<file path="src/rtl/s_stream_packer.sv">
// Packs a stream of 2-bit nucleotides into 128-bit words. Words are buffered
// two deep and handed to Top one per request, with a valid count and a done pulse.
module s_stream_packer #(
    parameter int PE_NUM = 64,
    parameter int CHAR_W = 2,
    parameter int CNT_W  = 7
) (
    input  logic                     clk,
    input  logic                     rst_n,
    input  logic                     i_flush,
    input  logic [CHAR_W-1:0]        i_char,
    input  logic                     i_char_valid,
    input  logic                     i_char_last,
    output logic                     o_char_ready,
    input  logic                     i_request_s,
    output logic [PE_NUM*CHAR_W-1:0] o_s,
    output logic [CNT_W-1:0]         o_s_valid,
    output logic                     o_seq_done
);
    localparam int DATA_W = PE_NUM * CHAR_W;
    localparam int POS_W  = $clog2(PE_NUM);
    localparam logic [CNT_W-1:0] CNT_FULL = '1;

    typedef struct packed {
        logic [DATA_W-1:0] data;
        logic [CNT_W-1:0]  count;
    } entry_t;

    logic [POS_W-1:0]  pos;
    logic [DATA_W-1:0] asm_q;
    entry_t            mem [2];
    logic              wr_ptr;
    logic              rd_ptr;
    logic [1:0]        fifo_count;

    logic              accept;
    logic              close;
    logic              push;
    logic              pop;
    entry_t            new_entry;

    assign o_char_ready = (fifo_count != 2'd2);
    assign accept       = i_char_valid && o_char_ready && !i_flush;
    assign close        = accept && (i_char_last || pos == POS_W'(PE_NUM - 1));
    assign push         = close;
    // Deliveries are spaced by the registered o_s_valid, so Top sees each word once.
    assign pop          = i_request_s && (fifo_count != 2'd0) && (o_s_valid == '0) && !i_flush;

    // NOTE: every always_comb output gets a default first so no latch is inferred.
    always_comb begin
        new_entry.data  = asm_q | (DATA_W'(i_char) << (CHAR_W * pos));
        new_entry.count = CNT_FULL;
        if (i_char_last) begin
            new_entry.count = CNT_W'(pos) + CNT_W'(1);
        end
    end

    // NOTE: sequential state uses non-blocking assignments so all registers update together.
    always_ff @(posedge clk or negedge rst_n) begin
        if (!rst_n) begin
            pos        <= '0;
            asm_q      <= '0;
            wr_ptr     <= 1'b0;
            rd_ptr     <= 1'b0;
            fifo_count <= 2'd0;
            o_s        <= '0;
            o_s_valid  <= '0;
            o_seq_done <= 1'b0;
        end else if (i_flush) begin
            pos        <= '0;
            asm_q      <= '0;
            wr_ptr     <= 1'b0;
            rd_ptr     <= 1'b0;
            fifo_count <= 2'd0;
            o_s        <= '0;
            o_s_valid  <= '0;
            o_seq_done <= 1'b0;
        end else begin
            if (accept) begin
                if (close) begin
                    pos   <= '0;
                    asm_q <= '0;
                end else begin
                    pos   <= pos + POS_W'(1);
                    asm_q <= new_entry.data;
                end
            end

            if (push) begin
                wr_ptr <= ~wr_ptr;
            end
            if (pop) begin
                rd_ptr <= ~rd_ptr;
            end
            if (push && !pop) begin
                fifo_count <= fifo_count + 2'd1;
            end else if (pop && !push) begin
                fifo_count <= fifo_count - 2'd1;
            end

            if (pop) begin
                o_s        <= mem[rd_ptr].data;
                o_s_valid  <= mem[rd_ptr].count;
                o_seq_done <= (mem[rd_ptr].count != CNT_FULL);
            end else begin
                o_s        <= '0;
                o_s_valid  <= '0;
                o_seq_done <= 1'b0;
            end
        end
    end

    // NOTE: buffer storage is not reset; pointers and count alone decide what is valid.
    always_ff @(posedge clk) begin
        if (push) begin
            mem[wr_ptr] <= new_entry;
        end
    end

endmodule

</file>
<file path="config.mk">
export PLATFORM = sky130hd
export DESIGN_NAME = s_stream_packer
export DESIGN_NICKNAME = d
export VERILOG_FILES = /design/src/rtl/s_stream_packer.sv
export SDC_FILE = /design/constraint.sdc
export NUM_CORES = 1
export LEC_CHECK = 0
export ABC_AREA = 1
export CAP_MARGIN = 5
export CELL_PAD_IN_SITES_DETAIL_PLACEMENT = 1
export CELL_PAD_IN_SITES_GLOBAL_PLACEMENT = 2
export CORE_MARGIN = 3
export CORE_UTILIZATION = 42
export CTS_CLUSTER_DIAMETER = 200
export DETAILED_ROUTE_END_ITERATION = 7
export PLACE_DENSITY = 0.92
export SYNTH_ARGS = -nofsm -noshare
export SYNTH_HDL_FRONTEND = slang
export SYNTH_SLANG_ARGS = --single-unit
</file>
<file path="constraint.sdc">
create_clock -name clk -period 12.5 [get_ports clk]
set_input_delay 2.5 -clock clk [delete_from_list [all_inputs] [get_ports clk]]
set_output_delay 2.5 -clock clk [all_outputs]
set_load 0.01 [all_outputs]
</file>
==> flow_summary.ini, run 1 <==
[global_route]
grt_pass1_wl_um = 86800
grt_max_degree = 177
grtUsageTotal = 0.212
grt_antenna_before_repair = 0
gr-total-overflow = 0
grt_pass1_vias = 15477

[route]
ant_nets = 0
drc_errors = 0
first_iter_violations = 896
via_per_inst = 5.19
routed_wl_um = 55500
wire_per_inst_um = 20.4
dr.pass1.iters = 5
vias = 14097

[sta]
max_freq_mhz = 205
finalSetupViolCount = 0
rsz0062_at_grt = no
relSlewSlack = 0.222
fin_crit_ns = 4.88
slew_violations = 0
timing.hold.ws_ns = 0.517
hold_viol = 0
min_period_over_period = 0.390
clock_skew_ns = 0.0178
tightest_slew_ns = 1.17
fin_tns_setup_ns = 0

[cells_and_area]
finalNetCount = 2022
finalNonFillerCells = 2716
nFillCells = 5098
multi_input_area_sq_um = 4320
antenna_cells = 0
synthToLayoutAreaGrowth_pct = 17.9
post-route-util = 0.508
mostFrequentLayoutCells = nand2_1 (440), inv_1 (286), dfrtp_1 (272), edfxtp_1 (270), o21ai_0 (205)
layout_commonest_cell = nand2_1
seq_area_sq_um = 15000
drive_above_1_share = 0.0597

[clock_network]
cts_root_buf = clkbuf_16
ctsHoldBuffers = 0
cts_resized = 0
cts_buffers = 56
cts.reportedPaths.clkPinSlew_ns = 0.06
htreeDepth = 2
clockBufferDepth = 3
cts.sinks = 544
cts_setup_buffers = 0
clock_latency_ns = 0.61
cts_tree = yes

[power_and_ir_drop]
cellLeakagePower_nw = 10.8
combPwrFrac = 0.116
switching_share = 0.261
ir_drop_mv = 0.0919
p_switching_mw = 1.07
intPower_mw = 3.04
power_density_nw_per_um2 = 167
clkPwrFrac = 0.397
p_seq_frac = 0.487

[floorplanning]
ios = 145
die_area_sq_um = 52300
core_sq_um = 48300
initial_core_util = 0.431
fp.dieH_um = 229
die_w_um = 229
rows = 80

[placement]
port_buffers = 144
place_inst = 2611
gp_congestion = 0.763
dp_hpwl_um = 32700

[synth]
syn-instance-count = 1898
synth_area_sq_um = 20800
ys_ff_latch = 544
synth_warnings = 0
syn_nets = 1907
ys_seq_area_frac = 0.718
syn_avg_cell_area_sq_um = 11.0
synth_cell_types = 29

[critical_path]
path_class = input port to flip-flop
required_ns = 12.73
critPathMaxFanout = 53
critPathCaptureType = flip-flop
cp-start-kind = input port
cp.arrival_ns = 5.10

[worst_hold_path]
hold_path.class = flip-flop to flip-flop

[flow_run]
cap_violations = 0

[run_status]
status = complete, no violations
## power by group through the flow
stage	registers (mW)	logic, mW	clock network [mW]
after CTS	2.01	0.486	1.67
after global placement	2.04	0.466	0
after detailed placement	2.04	0.482	0
after global routing	2.01	0.527	1.74
after floorplan	2.05	0.247	0
final	2.01	0.477	1.63
## routing by layer
layer	GRT usage	up-vias	part of all wire
met3	0.0369	101	0.045
met5	0	-	0
met2	0.373	305	0.51
li1	-	6392	-
met4	0.0651	0	0.026
met1	0.268	7299	0.41
## state kept, by name, indices dropped and copies added, names as in the netlist
register and count:
rd_ptr 1, wr_ptr 1, o_s_valid 7, o_seq_done 1, pos 6, fifo_count 2
mem 270, asm_q 128, o_s 128
## final timing paths
check,start,endpoint,slack (ns),cells after the start
worst max-delay path,i_char_last,mem[0][111]$_DFFE_PP_,7.62,6
worst min-delay path,mem[0][63]$_DFFE_PP_,o_s[56]$_DFF_PN0_,0.52,2
worst max register to register,pos[5]$_DFFE_PN0P_,mem[0][111]$_DFFE_PP_,8.83,7
worst min register to register,mem[0][63]$_DFFE_PP_,o_s[56]$_DFF_PN0_,0.52,2
max in group asynchronous,rst_n,o_s[102]$_DFF_PN0_,8.99,2
min in group asynchronous,rst_n,o_s[72]$_DFF_PN0_,1.94,1
## synth_stat cells
cell type | instances | area [sq um]
nand2_1 | 440 | 1650
inv_1 | 287 | 1080
dfrtp_1 | 274 | 6860
edfxtp_1 | 270 | 8110
o21ai_0 | 205 | 1030
a21oi_1 | 132 | 661
clkbuf_1 | 68 | 255
nand3_1 | 67 | 335
o21ai_1 | 61 | 305
nor2_1 | 31 | 116
buf_2 | 18 | 90.1
buf_6 | 10 | 113
buf_4 | 4 | 30.0
inv_2 | 3 | 11.3
nand2_2 | 3 | 18.8
nand4_1 | 3 | 18.8
nor3_1 | 3 | 15.0
nor3_2 | 3 | 30.0
o22ai_1 | 3 | 18.8
clkbuf_2 | 2 | 10.0
o21a_1 | 2 | 15.0
or2_2 | 2 | 12.5
ha_1 | 1 | 12.5
nand2b_1 | 1 | 6.26
nand3_2 | 1 | 10.0
nor2_2 | 1 | 6.26
o21bai_2 | 1 | 11.3
xnor2_1 | 1 | 8.76
xor2_1 | 1 | 8.76
## worst max-delay path: stages
cell	delay, ns
clkdlybuf4s50_1	0.62
o21bai_2	0.21
nand2_1	0.23
nor2_4	0.15
buf_4	0.58
buf_4	0.72
## logic make-up (layout without fill, tap and decap cells)
kind of cell / count (synthesis) / after routing / synth area share
simple gates: 555 / 555 / 0.107
fa+ha+maj: 1 / 1 / 0.000600
buf+inv: 392 / 554 / 0.0761
compound gates: 404 / 404 / 0.0977
xor+xnor: 2 / 2 / 0.000841
flops: 544 / 544 / 0.718
## stage by stage
step / worst slack [ns] / power (mW) / instance area [sq um]
after floorplan: 3.43 / 2.29 / 20800
after global placement: 7.06 / 2.50 / 22800
after detailed placement: 7.02 / 2.52 / 22800
after CTS: 7.64 / 4.16 / 24600
after global routing: 7.46 / 4.28 / 24600
final: 7.62 / 4.12 / 24600
## area by class of cell
| type | instances | share of cell area |
|---|---|---|
| clock buffer | 84 | 0.0671 |
| tap | 656 | 0.0334 |
| sequential | 544 | 0.609 |
| multi-input combinational | 962 | 0.176 |
| timing repair buffer | 159 | 0.0640 |
| inverter | 290 | 0.0445 |
| clock inverter | 21 | 0.00631 |
(Power assumes the default switching activity.)
==> run 2, diff against run 1 <==
--- a/config.mk
+++ b/config.mk
@@ -10,10 +10,10 @@
 export CELL_PAD_IN_SITES_DETAIL_PLACEMENT = 1
 export CELL_PAD_IN_SITES_GLOBAL_PLACEMENT = 2
 export CORE_MARGIN = 3
-export CORE_UTILIZATION = 42
+export CORE_UTILIZATION = 35
 export CTS_CLUSTER_DIAMETER = 200
 export DETAILED_ROUTE_END_ITERATION = 7
-export PLACE_DENSITY = 0.92
+export PLACE_DENSITY = 0.83
 export SYNTH_ARGS = -nofsm -noshare
 export SYNTH_HDL_FRONTEND = slang
 export SYNTH_SLANG_ARGS = --single-unit
==> constraint.sdc (replaced) <==
create_clock -name clk -period 4.3 [get_ports clk]
set_input_delay 0.86 -clock clk [delete_from_list [all_inputs] [get_ports clk]]
set_output_delay 0.86 -clock clk [all_outputs]
set_load 0.01 [all_outputs]
==> flow_summary.ini, run 2 (synthesized netlist as in run 1, its figures left out) <==
[power_and_ir_drop]
p_switching_mw = 3.13
intPower_mw = 9.23
power_density_nw_per_um2 = 493
cellLeakagePower_nw = 11.0
combPwrFrac = 0.115
ir_drop_mv = 0.294
clkPwrFrac = 0.413
p_seq_frac = 0.471
switching_share = 0.253

[global_route]
grt_antenna_before_repair = 3
grt_max_degree = 96
gr-total-overflow = 0
grt_pass1_wl_um = 87800
grtUsageTotal = 0.180
grt_pass1_vias = 15102

[route]
via_per_inst = 4.92
first_iter_violations = 1053
drc_errors = 0
wire_per_inst_um = 19.8
dr.pass1.iters = 7
vias = 13988
routed_wl_um = 56400
ant_nets = 0

[flow_run]
cap_violations = 0

[run_status]
status = complete, no violations

[cells_and_area]
top_register = mem
layout_commonest_cell = nand2_1
finalNetCount = 2040
drive_above_1_share = 0.0683
reg_top3 = mem (270), asm_q (128), o_s (128)
antenna_cells = 0
mostFrequentLayoutCells = nand2_1 (440), inv_1 (286), dfrtp_1 (272), edfxtp_1 (270), o21ai_0 (205)
synthToLayoutAreaGrowth_pct = 20.3
largest_register_ffs = 270
finalNonFillerCells = 2845

[sta]
hold_viol = 0
finalSetupViolCount = 0
slew_violations = 0
relSlewSlack = 0.237
tightest_slew_ns = 1.14
max_freq_mhz = 340
clock_skew_ns = 0.0303
min_period_over_period = 0.683
rsz0062_at_grt = no
timing.hold.ws_ns = 0.264
fin_crit_ns = 2.94

[floorplanning]
die_area_sq_um = 62500
initial_core_util = 0.358
die_w_um = 250
fp.dieH_um = 250
ios = 145
core_sq_um = 58200
rows = 88

[clock_network]
cts_root_buf = clkbuf_16
clock_latency_ns = 0.61
cts.reportedPaths.clkPinSlew_ns = 0.06
cts.sinks = 544
cts_buffers = 57
cts_setup_buffers = 0
cts_tree = yes
clockBufferDepth = 3
cts_resized = 0
htreeDepth = 2
ctsHoldBuffers = 0

[critical_path]
path_cells = inv_1 -> nand3_1 -> o21ai_0
path_class = flip-flop to flip-flop
critPathCaptureType = flip-flop
cp-start-kind = flip-flop
crit_path_max_incr_delay_ns = 0.98
cpMaxStageDelayCell = inv_1
critPathMaxFanout = 33
required_ns = 4.61
cp.arrival_ns = 3.25

[placement]
gp_congestion = 0.751
dp_hpwl_um = 34700
place_inst = 2737
port_buffers = 144

[worst_hold_path]
hold_path.class = input port to async pin
==> run 2: changes by cell type in the layout (fill, tap and decap cells not counted) <==
cell        previous run  this run
buf_4                 14        26
bufinv_16              1         8
clkbuf_8              12         5
buf_12                 1         6
clkinvlp_4             7         3
clkinv_1               3         6
clkinv_2               7        10
clkbuf_1              15        13
clkbuf_16             57        59
clkinv_4               0         2
inv_6                  3         1
inv_8                  0         1
==> run 2: routing by layer <==
layer	track usage	vias up	part of all wire
li1	-	6425	-
met5	0	-	0.00039
met1	0.229	7162	0.43
met3	0.0320	106	0.042
met2	0.311	291	0.50
met4	0.0593	4	0.030
==> run 2: area by class of cell <==
class / instances / area (sq um)
sequential: 544 / 15000
multi-input combinational: 962 / 4320
fill: 6194 / 33200
clock buffer: 77 / 1590
timing repair buffer: 176 / 1760
inverter: 290 / 1090
clock inverter: 31 / 373
tap: 765 / 957
==> run 2: critical path, delay by kind of cell, from the launching register on <==
| family | cells | cell delay [ns] |
|---|---|---|
| buffers and inverters | 1 | 0.98 |
| DFF | 1 | 0.67 |
| AOI/OAI and AO/OA | 1 | 0.63 |
| and+or+nand+nor | 1 | 0.33 |
==> run 2: stage by stage <==
| step | util | cell area, sq um | TNS (ns) | setup slack [ns] | power, mW |
|---|---|---|---|---|---|
| finish | 0.430 | 25100 | 0 | 1.36 | 12.4 |
| global route | 0.430 | 25100 | 0 | 1.12 | 12.9 |
| CTS | 0.430 | 25100 | 0 | 1.29 | 12.5 |
| detailed placement | 0.397 | 23100 | 0 | 1.14 | 7.38 |
| global placement | 0.397 | 23100 | 0 | 1.20 | 7.35 |
| floorplan | - | 20800 | -228.05 | -0.852 | 6.66 |
==> run 2: worst paths after layout <==
| path | from | slack (ns) | cells past startpoint | to |
|---|---|---|---|---|
| max | pos[4]$_DFFE_PN0P_ | 1.36 | 3 | mem[0][25]$_DFFE_PP_ |
| min | rst_n | 0.26 | 1 | o_s[73]$_DFF_PN0_ |
| max reg2reg | pos[4]$_DFFE_PN0P_ | 1.36 | 3 | mem[0][25]$_DFFE_PP_ |
| min reg2reg | mem[0][89]$_DFFE_PP_ | 0.52 | 2 | o_s[82]$_DFF_PN0_ |
| max in group asynchronous | rst_n | 2.92 | 2 | o_s[104]$_DFF_PN0_ |
| min in group clk | mem[0][89]$_DFFE_PP_ | 0.52 | 2 | o_s[82]$_DFF_PN0_ |
==> run 2: power by group through the flow <==
stage	combinational [mW]	clock, mW	sequential [mW]
floorplan	0.718	0	5.94
global placement	1.42	0	5.93
detailed placement	1.45	0	5.93
CTS	1.46	5.24	5.83
global route	1.58	5.47	5.85
finish	1.43	5.11	5.83
